File: src/rtl/if_id_queue.sv
// if_id_queue: DEPTH-entry show-ahead FIFO of {pc, inst} pairs between IF and ID.
// Replaces the single-entry IF/ID register. Valid/ready handshakes on both
// sides, and a single-cycle synchronous flush for branch/jump redirect. An
// empty queue drives zeros on id_pc/id_inst, so the stall path needs no
// explicit bubble insertion.
//
// Ports:
//   clk        rising-edge clock
//   rst        asynchronous, active-low reset
//   if_valid   IF offers {if_pc, if_inst} this cycle
//   if_pc      pc of offered instruction
//   if_inst    offered instruction
//   if_ready   queue accepts an entry this cycle (not full)
//   id_valid   head entry present (not empty)
//   id_pc      pc of head entry, 0 when empty
//   id_inst    head instruction, 0 when empty
//   id_ready   ID consumes the head this cycle
//   flush      discard every entry and any same-cycle push/pop
//   occupancy  current entry count, 0..DEPTH

// One storage slot. Not reset: its contents are only visible through the
// head mux, which is gated by id_valid.
module if_id_queue_entry #(
  parameter int ADDR_WIDTH = 32,
  parameter int INST_WIDTH = 32
) (
  input  logic                  clk,
  input  logic                  we,
  input  logic [ADDR_WIDTH-1:0] d_pc,
  input  logic [INST_WIDTH-1:0] d_inst,
  output logic [ADDR_WIDTH-1:0] q_pc,
  output logic [INST_WIDTH-1:0] q_inst
);
  always_ff @(posedge clk) begin
    if (we) begin
      q_pc   <= d_pc;
      q_inst <= d_inst;
    end
  end
endmodule

module if_id_queue #(
  parameter int ADDR_WIDTH = 32,
  parameter int INST_WIDTH = 32,
  parameter int DEPTH      = 4,
  parameter int CNT_WIDTH  = 3
) (
  input  logic                  clk,
  input  logic                  rst,
  input  logic                  if_valid,
  input  logic [ADDR_WIDTH-1:0] if_pc,
  input  logic [INST_WIDTH-1:0] if_inst,
  output logic                  if_ready,
  output logic                  id_valid,
  output logic [ADDR_WIDTH-1:0] id_pc,
  output logic [INST_WIDTH-1:0] id_inst,
  input  logic                  id_ready,
  input  logic                  flush,
  output logic [CNT_WIDTH-1:0]  occupancy
);
  localparam int PTR_W = $clog2(DEPTH);

  logic [PTR_W-1:0]     wr_ptr, rd_ptr;
  logic [CNT_WIDTH-1:0] count;
  logic                 push, pop;

  logic [DEPTH-1:0]                 ent_we;
  logic [DEPTH-1:0][ADDR_WIDTH-1:0] ent_pc;
  logic [DEPTH-1:0][INST_WIDTH-1:0] ent_inst;

  // Full refuses a push even when a pop frees a slot in the same cycle; this
  // keeps if_ready a pure function of registered count.
  assign if_ready  = (count != CNT_WIDTH'(DEPTH));
  assign id_valid  = (count != '0);
  assign occupancy = count;

  assign push = if_valid && if_ready && !flush;
  assign pop  = id_valid && id_ready && !flush;

  always_ff @(posedge clk or negedge rst) begin
    if (!rst) begin
      wr_ptr <= '0;
      rd_ptr <= '0;
      count  <= '0;
    end else if (flush) begin
      wr_ptr <= '0;
      rd_ptr <= '0;
      count  <= '0;
    end else begin
      // Pointers are log2(DEPTH) bits and wrap on overflow.
      if (push) wr_ptr <= wr_ptr + PTR_W'(1);
      if (pop)  rd_ptr <= rd_ptr + PTR_W'(1);
      case ({push, pop})
        2'b10:   count <= count + CNT_WIDTH'(1);
        2'b01:   count <= count - CNT_WIDTH'(1);
        default: count <= count;
      endcase
    end
  end

  for (genvar i = 0; i < DEPTH; i++) begin : g_ent
    assign ent_we[i] = push && (wr_ptr == PTR_W'(i));
    if_id_queue_entry #(
      .ADDR_WIDTH (ADDR_WIDTH),
      .INST_WIDTH (INST_WIDTH)
    ) u_ent (
      .clk    (clk),
      .we     (ent_we[i]),
      .d_pc   (if_pc),
      .d_inst (if_inst),
      .q_pc   (ent_pc[i]),
      .q_inst (ent_inst[i])
    );
  end

  // Show-ahead head; zeros when empty form the bubble seen by ID.
  assign id_pc   = id_valid ? ent_pc[rd_ptr]   : '0;
  assign id_inst = id_valid ? ent_inst[rd_ptr] : '0;
endmodule

File: config.mk
export PLATFORM = sky130hd
export DESIGN_NAME = if_id_queue
export DESIGN_NICKNAME = d
export VERILOG_FILES = /design/src/rtl/if_id_queue.sv
export SDC_FILE = /design/constraint.sdc
export NUM_CORES = 1
export LEC_CHECK = 0
export ABC_AREA = 1
export CAP_MARGIN = 5
export CORE_AREA = 5 5 167 169
export DETAILED_ROUTE_END_ITERATION = 10
export DIE_AREA = 0 0 172 174
export GPL_TIMING_DRIVEN = 0
export PLACE_DENSITY = 0.6
export SLEW_MARGIN = 40
export SYNTH_ARGS = -nofsm -noshare
export SYNTH_HDL_FRONTEND = slang
export SYNTH_SLANG_ARGS = --single-unit
File: constraint.sdc
create_clock -name clk -period 4.3 [get_ports clk]
set_clock_uncertainty 0.05 [all_clocks]
set_input_delay 0.43 -clock clk [delete_from_list [all_inputs] [get_ports clk]]
set_output_delay 0.43 -clock clk [all_outputs]
set_load 0.02 [all_outputs]
* Word-level counts from Yosys, hierarchy flattened *
Cells that the tools add are included.

operators by class
  add/subtract/negate cells = 4
  order comparisons = 1
  eq/ne operators = 6
  muxes and demuxes = 12
  reductions and logical operators = 14

operators by type and width
  cell                   count
  $bmux W32 S2           2
  $mux W32               4
  $logic_and A1 B1 Y1    8
  $mux W2                4
  $eq A2 B2 Y1 const B   3
  $pmux W3 S2            1
  $reduce_bool A3 Y1     2
  $add A2 B1 Y2 const B  2
  $eq A2 B1 Y1 const B   2
  $reduce_bool A2 Y1     2
  $add A3 B1 Y3 const B  1
  $lt A2 B3 Y1 const B   1
  $mux W3                1
  $ne A3 B3 Y1 const B   1
  $sub A3 B1 Y3 const B  1
  $logic_not A2 Y1       1
  $logic_not A1 Y1       1

word-level totals
  register bits = 263
  output and inout bits = 69
  word-level logic and storage cells = 48

* Logic depth before layout (Yosys ltp) *
Gate-level depths: netlist of the first run.

  depth in word-level cells = 6
  mapped depth = 12
  gate-level depth less buffers = 12

* Hierarchy *
From an unflattened synthesis of the first run, not the netlist that was laid out.

unflattened totals
  cells, all modules = 818
  area, all modules = 10332.4 µm²

modules (own cells, without submodules)
  module             instances  cells each  area each (µm²)  seq. area each (µm²)
  if_id_queue_entry  4          64          1921.8           1921.8
  if_id_queue        1          562         2645.0           175.2

* Worst setup path before layout of the first run *
Ideal clock, no wire load.

  path kind = reg-to-reg
  from = register count[0] (netlist: occupancy[0])
  to = register g_ent[0].u_ent.q_inst[0] (enable)
  library setup time = 486 ps
  data arrival time = 3847 ps
  path slack = -84 ps
  cell stages (with the launch flop) = 7
  path buffers = 0
  period minus slack after synthesis = 4384 ps
  path through = dfrtp_1 > nor2_1 > nand2_1 > nand2_1 > nor2_1 > inv_1 > nor2_1

between the ends
  word-level cells in the longest chain between the ends = 4

RTL lines
  what                               line  text
  start, declared                    64    logic [CNT_WIDTH-1:0] count;
  start signal, assigned             94    2'b10: count <= count + CNT_WIDTH'(1);
  start signal, assigned             95    2'b01: count <= count - CNT_WIDTH'(1);
  start signal, assigned             96    default: count <= count;
  $ne A3 B3 Y1                       73    assign if_ready = (count != CNT_WIDTH'(DEPTH));
  named net if_ready                 53    output logic if_ready,
  $logic_and A1 B1 Y1 (2 in series)  77    assign push = if_valid && if_ready && !flush;
  $logic_and A1 B1 Y1                102   assign ent_we[i] = push && (wr_ptr == PTR_W'(i));
  named net g_ent[0].u_ent.we        28    input logic we,
  end signal, assigned               37    q_inst <= d_inst;
  end, declared                      32    output logic [INST_WIDTH-1:0] q_inst

The timed path passes the listed nets, and every way through them passes these cells.
A chain may end at the register's enable or synchronous reset.

* Worst setup path in the final report of the first run *
  from = register rd_ptr[0]
  to = output port id_inst[31]

between the ends
  word-level cells in the longest chain between the ends = 3

RTL lines
  what                            line  text
  start, declared                 63    logic [PTR_W-1:0] wr_ptr, rd_ptr;
  start signal, assigned          92    if (pop) rd_ptr <= rd_ptr + PTR_W'(1);
  $bmux W32 S2                    118   assign id_inst = id_valid ? ent_inst[rd_ptr] : '0;
  $mux W32 (not written as such)  118
  $mux W32                        118
  end, declared                   56    output logic [INST_WIDTH-1:0] id_inst,

Every way passes these cells. The select of a mux whose other input is x is not followed.

==> results of run 1 <==
[routing by layer]
| layer | routed length (microns) | up-vias |
|---|---|---|
| li1 | - | 3263 |
| met2 | 12340 | 141 |
| met4 | 674 | 2 |
| met3 | 1228 | 47 |
| met5 | 14 | - |
| met1 | 10640 | 3233 |
[logic make-up after synthesis]
group                    after synthesis  synth area share [%]
flip-flops                           263                 76.01
buffers and inverters                 62                 3.060
XOR/XNOR                               1               0.08469
AO/OA/AOI/OAI                        200                 9.701
AND/OR/NAND/NOR                      287                 10.46
adder cells (fa/ha/maj)                5                0.6774
[cell usage after synthesis, drive strengths merged]
master / count
nor2: 263
edfxtp: 256
o21ai: 132
a21oi: 67
buf: 35
nand2: 22
inv: 14
clkbuf: 13
dfrtp: 7
ha: 4
nand3: 2
a21boi: 1
fa: 1
xnor2: 1
[area by class of cell]
cell class	count	area, sq um
inverter	14	52.55
multi-input combinational	493	2195
buffer	48	264.0
fill	2326	13030
tap	341	426.7
sequential	263	7863
clock buffer	33	698.2
clock inverter	15	191.4
antenna	1	2.502
timing repair buffer	153	1699
[flip-flops by register name, summed over array words and instances (netlist names)]
| signal | flops |
|---|---|
| occupancy | 3 |
| rd_ptr | 2 |
| wr_ptr | 2 |
| g_ent.u_ent.q_pc | 128 |
| g_ent.u_ent.q_inst | 128 |
[worst max-delay path, cell delays in order (launching register included)]
cell                              delay (ps)
sky130_fd_sc_hd__dfrtp_1                 440
sky130_fd_sc_hd__inv_2                   110
sky130_fd_sc_hd__buf_4                   220
sky130_fd_sc_hd__clkbuf_1                440
sky130_fd_sc_hd__o21ai_0                 180
sky130_fd_sc_hd__a21oi_1                 240
sky130_fd_sc_hd__clkdlybuf4s50_1         660
[path summary, 6_finish.rpt]
kind | to | slack, ps
setup / recovery | id_inst[31] | 1010
hold / removal | occupancy[2] | 130
setup reg to reg | g_ent[3].u_ent.q_pc[28] | 1740
hold reg to reg | occupancy[0] | 520
max in group asynchronous | rd_ptr[0] | 3810
min in group clk | g_ent[0].u_ent.q_inst[14] | 500
[stage by stage]
stage	util, %	cell area, sq um	TNS (ps)
final	50.68	13390	0
after global routing	50.68	13390	0
after CTS	50.67	13390	0
after detailed placement	47.30	12500	0
after global placement	45.95	12140	-606210
after floorplan	-	10340	-21390
[report_power, final]
group | internal (mW) | total [mW] | switching, mW
Sequential | 2.97 | 3.02 | 0.0484
Combinational | 1.16 | 2.95 | 1.79
Clock | 1.44 | 2.35 | 0.912
Total | 5.57 | 8.32 | 2.75
==> results summary, run 1 <==
The clock passes through at most 3 buffers. The average instance area after synthesis is around 13 sq um. The final critical path time including I/O delays and setup is ~3300 ps. The number of endpoints with negative hold slack in the final report is 0.

The met1 track utilization from global routing came out at a little over a fifth. The biggest area contributor in the post-synthesis netlist is sky130_fd_sc_hd__edfxtp_1. The max-slew violation count came out at 0. The worst setup slack before clock tree synthesis is 1438 ps. The final period utilization came out at between 70% and 80%. The achievable frequency came out at 304.1 MHz. Max-cap violations in this run came to 0. The number of unique standard cell types used by synthesis is 20. Setup repair after global routing left no endpoint under its margin.

The first routing iteration left between 400 and 500 violations. The clock drives 263 sinks. The height of the chip came out at between 150 and 200 microns.

The sequential fraction of the synthesis area came out at 76.01%. The full die area came out at approximately 0.03 sq mm. The max-slew headroom at the worst pin is about three fifths. The final worst setup slack came out at 1012 ps. The wire length reported by the detailed router is 24.89 mm.

For this run, global-route usage on met3 was measured as 3.070%. The arrival time reported for the critical path endpoint is around 2800 ps. The count of cells in the finished layout, fillers not included, comes to 1361. The type of the tightest min-delay check is in2async. The count of vias placed by the detailed router came out at about 6.7k. The maximum fanout count along the critical path came out at 10. The cell count after placement came out at 1312. In the final layout, the share of cells above drive strength 1 is 8.538%. The leakage power summed over all cells came out at 4.581 nW. The global placement routability congestion is 0.7419. TritonCTS built the clock tree. The pin count of the biggest net entering global routing is 18.

The net count of the mapped netlist is 892. The count of TritonRoute iterations in the first routing pass is 4. STA classifies the critical path endpoint as a primary output. The ratio of routed vias to standard cells came out at between 4 and 5.

The overall global routing resource usage came out at 16.52%. The ratio of total power to cell area is between 600 and 700 mW/mm^2. The post-cts hold buffer count came out at 0. The synthesized netlist occupies a cell area of 0.01034 sq mm. The worst hold slack came out at 134.1 ps.

The post-DP HPWL is about 16 mm. The clock reaches the later pin of the worst-skew pair after around 520 ps. The number of antenna violations at the first check in global routing came out at 2.

During I/O placement, the number of pins put on the boundary was between 100 and 150. The overall power consumption came out at 8.322 mW. The area growth from synthesis to final layout came out at 29.47%. During placement, the flow inserted port buffers numbering 137. The critical path in this run is classified as reg2out.

The die width is 172 microns. Measured in cells, the most critical reg-to-reg path has a length of 9. The net count reported at finish came out at 1074. After global routing, the most crowded layer is met2. The area fraction of the dominant cell type after synthesis came out at between 70% and 80%.

The cell sitting at the root of the clock tree is a sky130_fd_sc_hd__clkbuf_16. The floorplan has 60 rows. Once detail routing completed, the nets flagged for antenna violations numbered 0. The start point of the critical path is rd_ptr[0]. For the pin with the worst max-slew slack, the measured transition is 579.3 ps.

The core region is 0.02643 sq mm. The startpoint identified for the worst register-to-register timing path is occupancy[0]. The number of setup buffers added after CTS is 0. The top cell types in the final layout, fill and taps aside, are 258 x sky130_fd_sc_hd__nor2_1, 256 x sky130_fd_sc_hd__edfxtp_1, 137 x sky130_fd_sc_hd__clkdlybuf4s50_1. The level count of the clock H-tree is 1. The final number of setup-violating endpoints is 0. Sorting the synthesized cells by area gives the leading types as sky130_fd_sc_hd__edfxtp_1 74%, sky130_fd_sc_hd__nor2_1 9.5%, sky130_fd_sc_hd__o21ai_0 6.2%, sky130_fd_sc_hd__a21oi_1 3.2%, sky130_fd_sc_hd__dfrtp_1 1.7%.

The met2 usage in global routing is 27.93%. The instance count of the mapped netlist came out at ~820. The number of global-route vias before repair came out at roughly 6.8k.

The Yosys warning count came out at 0. The flop and latch count out of synthesis is 263. Dividing the detail-routed wire length by the instance count gives 18.29 microns. Data on the critical path is required at its endpoint by ~3800 ps. VDD sags by at most around 0.4 mV. The number of design rule violations left after detail routing came out at 0.

The leftover overflow at the end of global routing is 0. STA classifies the critical path startpoint as a register. In this run, post-CTS repair resized a total of 0 instances. The flow ran to the end, and the final reports show no timing, DRC or antenna violations.

The leading cell type in the layout, fill and taps excluded is sky130_fd_sc_hd__nor2_1. The total clock buffers created by CTS came out at 27. The clock-pin slew of the registers on the worst-case setup and hold paths is 60 ps. Once the floorplan was initialized, standard cells occupied 39.14% of the core. The global-route wire length before repair is 38.60 mm.
Note: power is estimated with default switching activity, not from simulation.
==> run 2: changes to the inputs <==
Clock period 4.3 ns to 3 ns, I/O delays scaled along.
==> run 2 against run 1 <==
Net effect: worst setup slack lost 920 ps; wire length increased by 0.33%; final area is 0.80% higher; critical endpoint is now id_inst[14]; hold slack gained 230 ps; largest power group unchanged; die area did not move; non-clock buffer count is 3 higher.
==> results summary, run 2 (synthesis results as in run 1) <==
The worst pin sits at a relative slew slack of between 50 and 60%. Buffers inserted during clock tree synthesis total 26. The floorplan step defined a core boundary enclosing around 0.026 sq mm.

After detailed placement, the design holds a cell count of 1314. Data arrives at the worst endpoint at 2560 ps. In this run the critical register-to-register path is captured at g_ent[2].u_ent.q_pc[28]. The design internal power is 7.757 mW.

During placement, the flow inserted port buffers numbering between 100 and 150. The internal reg-to-reg setup slack came out at 570 ps. The count of TritonRoute iterations in the first routing pass came out at 5. The pin slew with the least headroom to its limit is 623.1 ps. The finished layout holds 1364 standard cells, fillers aside. Pin placement for this block handled approximately 140 I/O pins. The number of DRC markers after the initial detailed-route iteration came out at 430. The achievable frequency is 343.8 MHz. Max-cap violations in this run came to 0. The full die area came out at 0.02993 sq mm. The floorplan row count is 60.

The worst setup path is captured at a primary output. The max-slew violation count is 0. The starting density of the core came out at 39.14%. The layout filler cell count came out at between 2k and 2.5k. The critical path goes through inv_2 -> buf_4 -> buf_6 -> buf_6 -> o21ai_0 -> a21oi_1 -> clkdlybuf4s50_1. The placed standard-cell area is 0.01260 sq mm. The startpoint identified for the worst hold timing path is if_pc[14].

The clock network accounts for 26.5% of the total power. The post-DP HPWL is between 15 and 20 mm. The sequential cell area in the final layout came out at about 0.0079 sq mm.

STA classifies the critical path startpoint as a register. The number of design rule violations left after detail routing is 0. The maximum fanout count along the critical path is 10. The flow ran to the end, and the final reports show no timing, DRC or antenna violations. The final layout contains routed wiring with a total length of 24.97 mm.

The cell count of the worst hold path is 1. The number of cells traversed by the worst register-to-register path came out at 9. The number of global-route vias before repair came to roughly 6.7k. The area used by multi-input combinational logic came out at approximately 0.0022 sq mm. The final route contains 6656 vias. Setup violations remaining at the end of the flow were counted as 0.

The global placement routability congestion is 0.7671. No sink is reached through more buffers than the 3 on the longest clock path. The worst-skew pair later-pin latency is ~520 ps. The final total negative setup slack came out at 0 ps. The die is between 150 and 200 microns tall. The pin count of the biggest net entering global routing is 18. The proportion of layout cells with a drive suffix above 1 came out at 10.18%. The routed design could run at a clock period as short as 2909 ps. The path class of the tightest hold or removal check is in2reg. In the global route stage, overall resource usage came out at 16.25%. The net switching power is slightly below 4 mW. The CTS sink count came out at between 200 and 300.

Leaving out fill and tap cells, the most frequent cell in the layout is sky130_fd_sc_hd__nor2_1. The number of endpoints with negative hold slack in the final report came out at 0. Summed over all cells, the static leakage comes to just under 5 nW.

The part of the total power dissipated in combinational logic is 36.5%. The hold-critical path endpoint is g_ent[3].u_ent.q_pc[14]. The total setup buffers inserted after CTS came out at 0. After global routing the overflow that remains totals 0. The die width is approximately 170 microns.

The level count of the clock H-tree is 1. The global-route wire length before repair is 37.53 mm. The power share of the sequential group is 37.1%. The largest single stage delay on the critical path is 640 ps.

The ratio of total power to cell area came out at 866.4 mW/mm^2. Of the available clock period, the critical path in the final layout requires 96.97%. The worst ir drop on vdd is 0.6737 mV. The worst hold slack came out at 368.5 ps. The clock-pin slew of the registers on the worst-case setup and hold paths came out at 60 ps. Net switching is approximately a third of the power.

The startpoint identified for the worst register-to-register timing path is occupancy[0]. In the layout the commonest cells are 258 x sky130_fd_sc_hd__nor2_1, 256 x sky130_fd_sc_hd__edfxtp_1, 129 x sky130_fd_sc_hd__o21ai_0. The remaining antenna violation count after routing is 0. The number of antenna violations at the first check in global routing came to 1. The master cell of the clock root buffer is sky130_fd_sc_hd__clkbuf_16. Dividing the detail-routed wire length by the instance count gives 18.31 microns. Dividing the detail-routed via count by the number of cells gives 4.880.

The area growth from synthesis to final layout is 30.51%. The required time of the worst setup path is 2650 ps. The most numerous cell on the critical path is sky130_fd_sc_hd__buf_6. The final cell area excluding filler cells came out at 0.01350 sq mm.

The net count reported at finish came out at 1076. TritonCTS built the clock tree. Among all stages on the critical path, the largest delay is contributed by sky130_fd_sc_hd__clkdlybuf4s50_1. Setup repair after global routing left no endpoint under its margin.

By startpoint and endpoint, the worst setup path is classified as reg2out.
run 2: worst max-delay path, delay by kind of cell (launching register included):
family,cells,cell delay [ps]
flip-flops,1,470
buffers and inverters,5,1280
AO/OA/AOI/OAI,2,290
run 2: timing repair:
item,4_1_cts,5_1_grt
endpoints found under the hold margin,7,0
pin swaps,0,0
resized for setup,13,29
setup endpoints to repair,64,33
hold buffers,1,0
cloned,0,0
run 2: how the worst max path moves through the flow:
stage,slack (ps),start,to,cells after the start
2_1_floorplan,-340,occupancy[0],g_ent[0].u_ent.q_inst[0],6
3_3_place_gp,-1710,if_valid,g_ent[2].u_ent.q_pc[28],5
3_5_place_dp,260,rd_ptr[0],id_inst[16],6
4_1_cts,10,occupancy[0],id_inst[16],6
5_1_grt,0.2,rd_ptr[0],id_pc[16],7
6_report,90,rd_ptr[0],id_inst[14],7
run 2: through the flow:
stage	worst slack, ps	power, mW	utilization [%]
after floorplan	-339.0	6.631	-
after global placement	-1713	8.626	45.98
after detailed placement	257.5	8.739	47.70
after CTS	11.50	11.86	50.89
after global routing	0.1801	12.29	51.08
final	90.92	11.70	51.08
run 2: power groups by stage:
stage	registers, mW	clock network (mW)	logic [mW]
2_1_floorplan	4.42	0	2.21
3_3_place_gp	4.43	0	4.20
3_5_place_dp	4.41	0	4.33
4_1_cts	4.34	3.17	4.36
5_1_grt	4.35	3.33	4.61
6_report	4.34	3.09	4.26
run 2: layout make-up:
class	count	share of cell area, %
well taps	341	3.161
multi-input cells	493	16.26
flip-flops and latches	263	58.25
inverters	14	0.4078
plain buffers	48	2.141
diodes	1	0.01854
repair buffers	156	13.71
clock buffers	34	5.200
clock inverters	14	0.8527
run 2: per-layer routing:
metal	wire (microns)	vias to the layer above	global-route usage, %
met5	0	-	0
met4	527	0	4.127
met3	1570	31	2.888
met2	12280	207	27.75
met1	10590	3155	21.50
li1	-	3263	-
==> run 3: changes to the inputs <==
Settings changed: CAP_MARGIN 5 to 20.
==> results of run 3 <==
Final layout, timing and power as in run 2 (identical DEF).
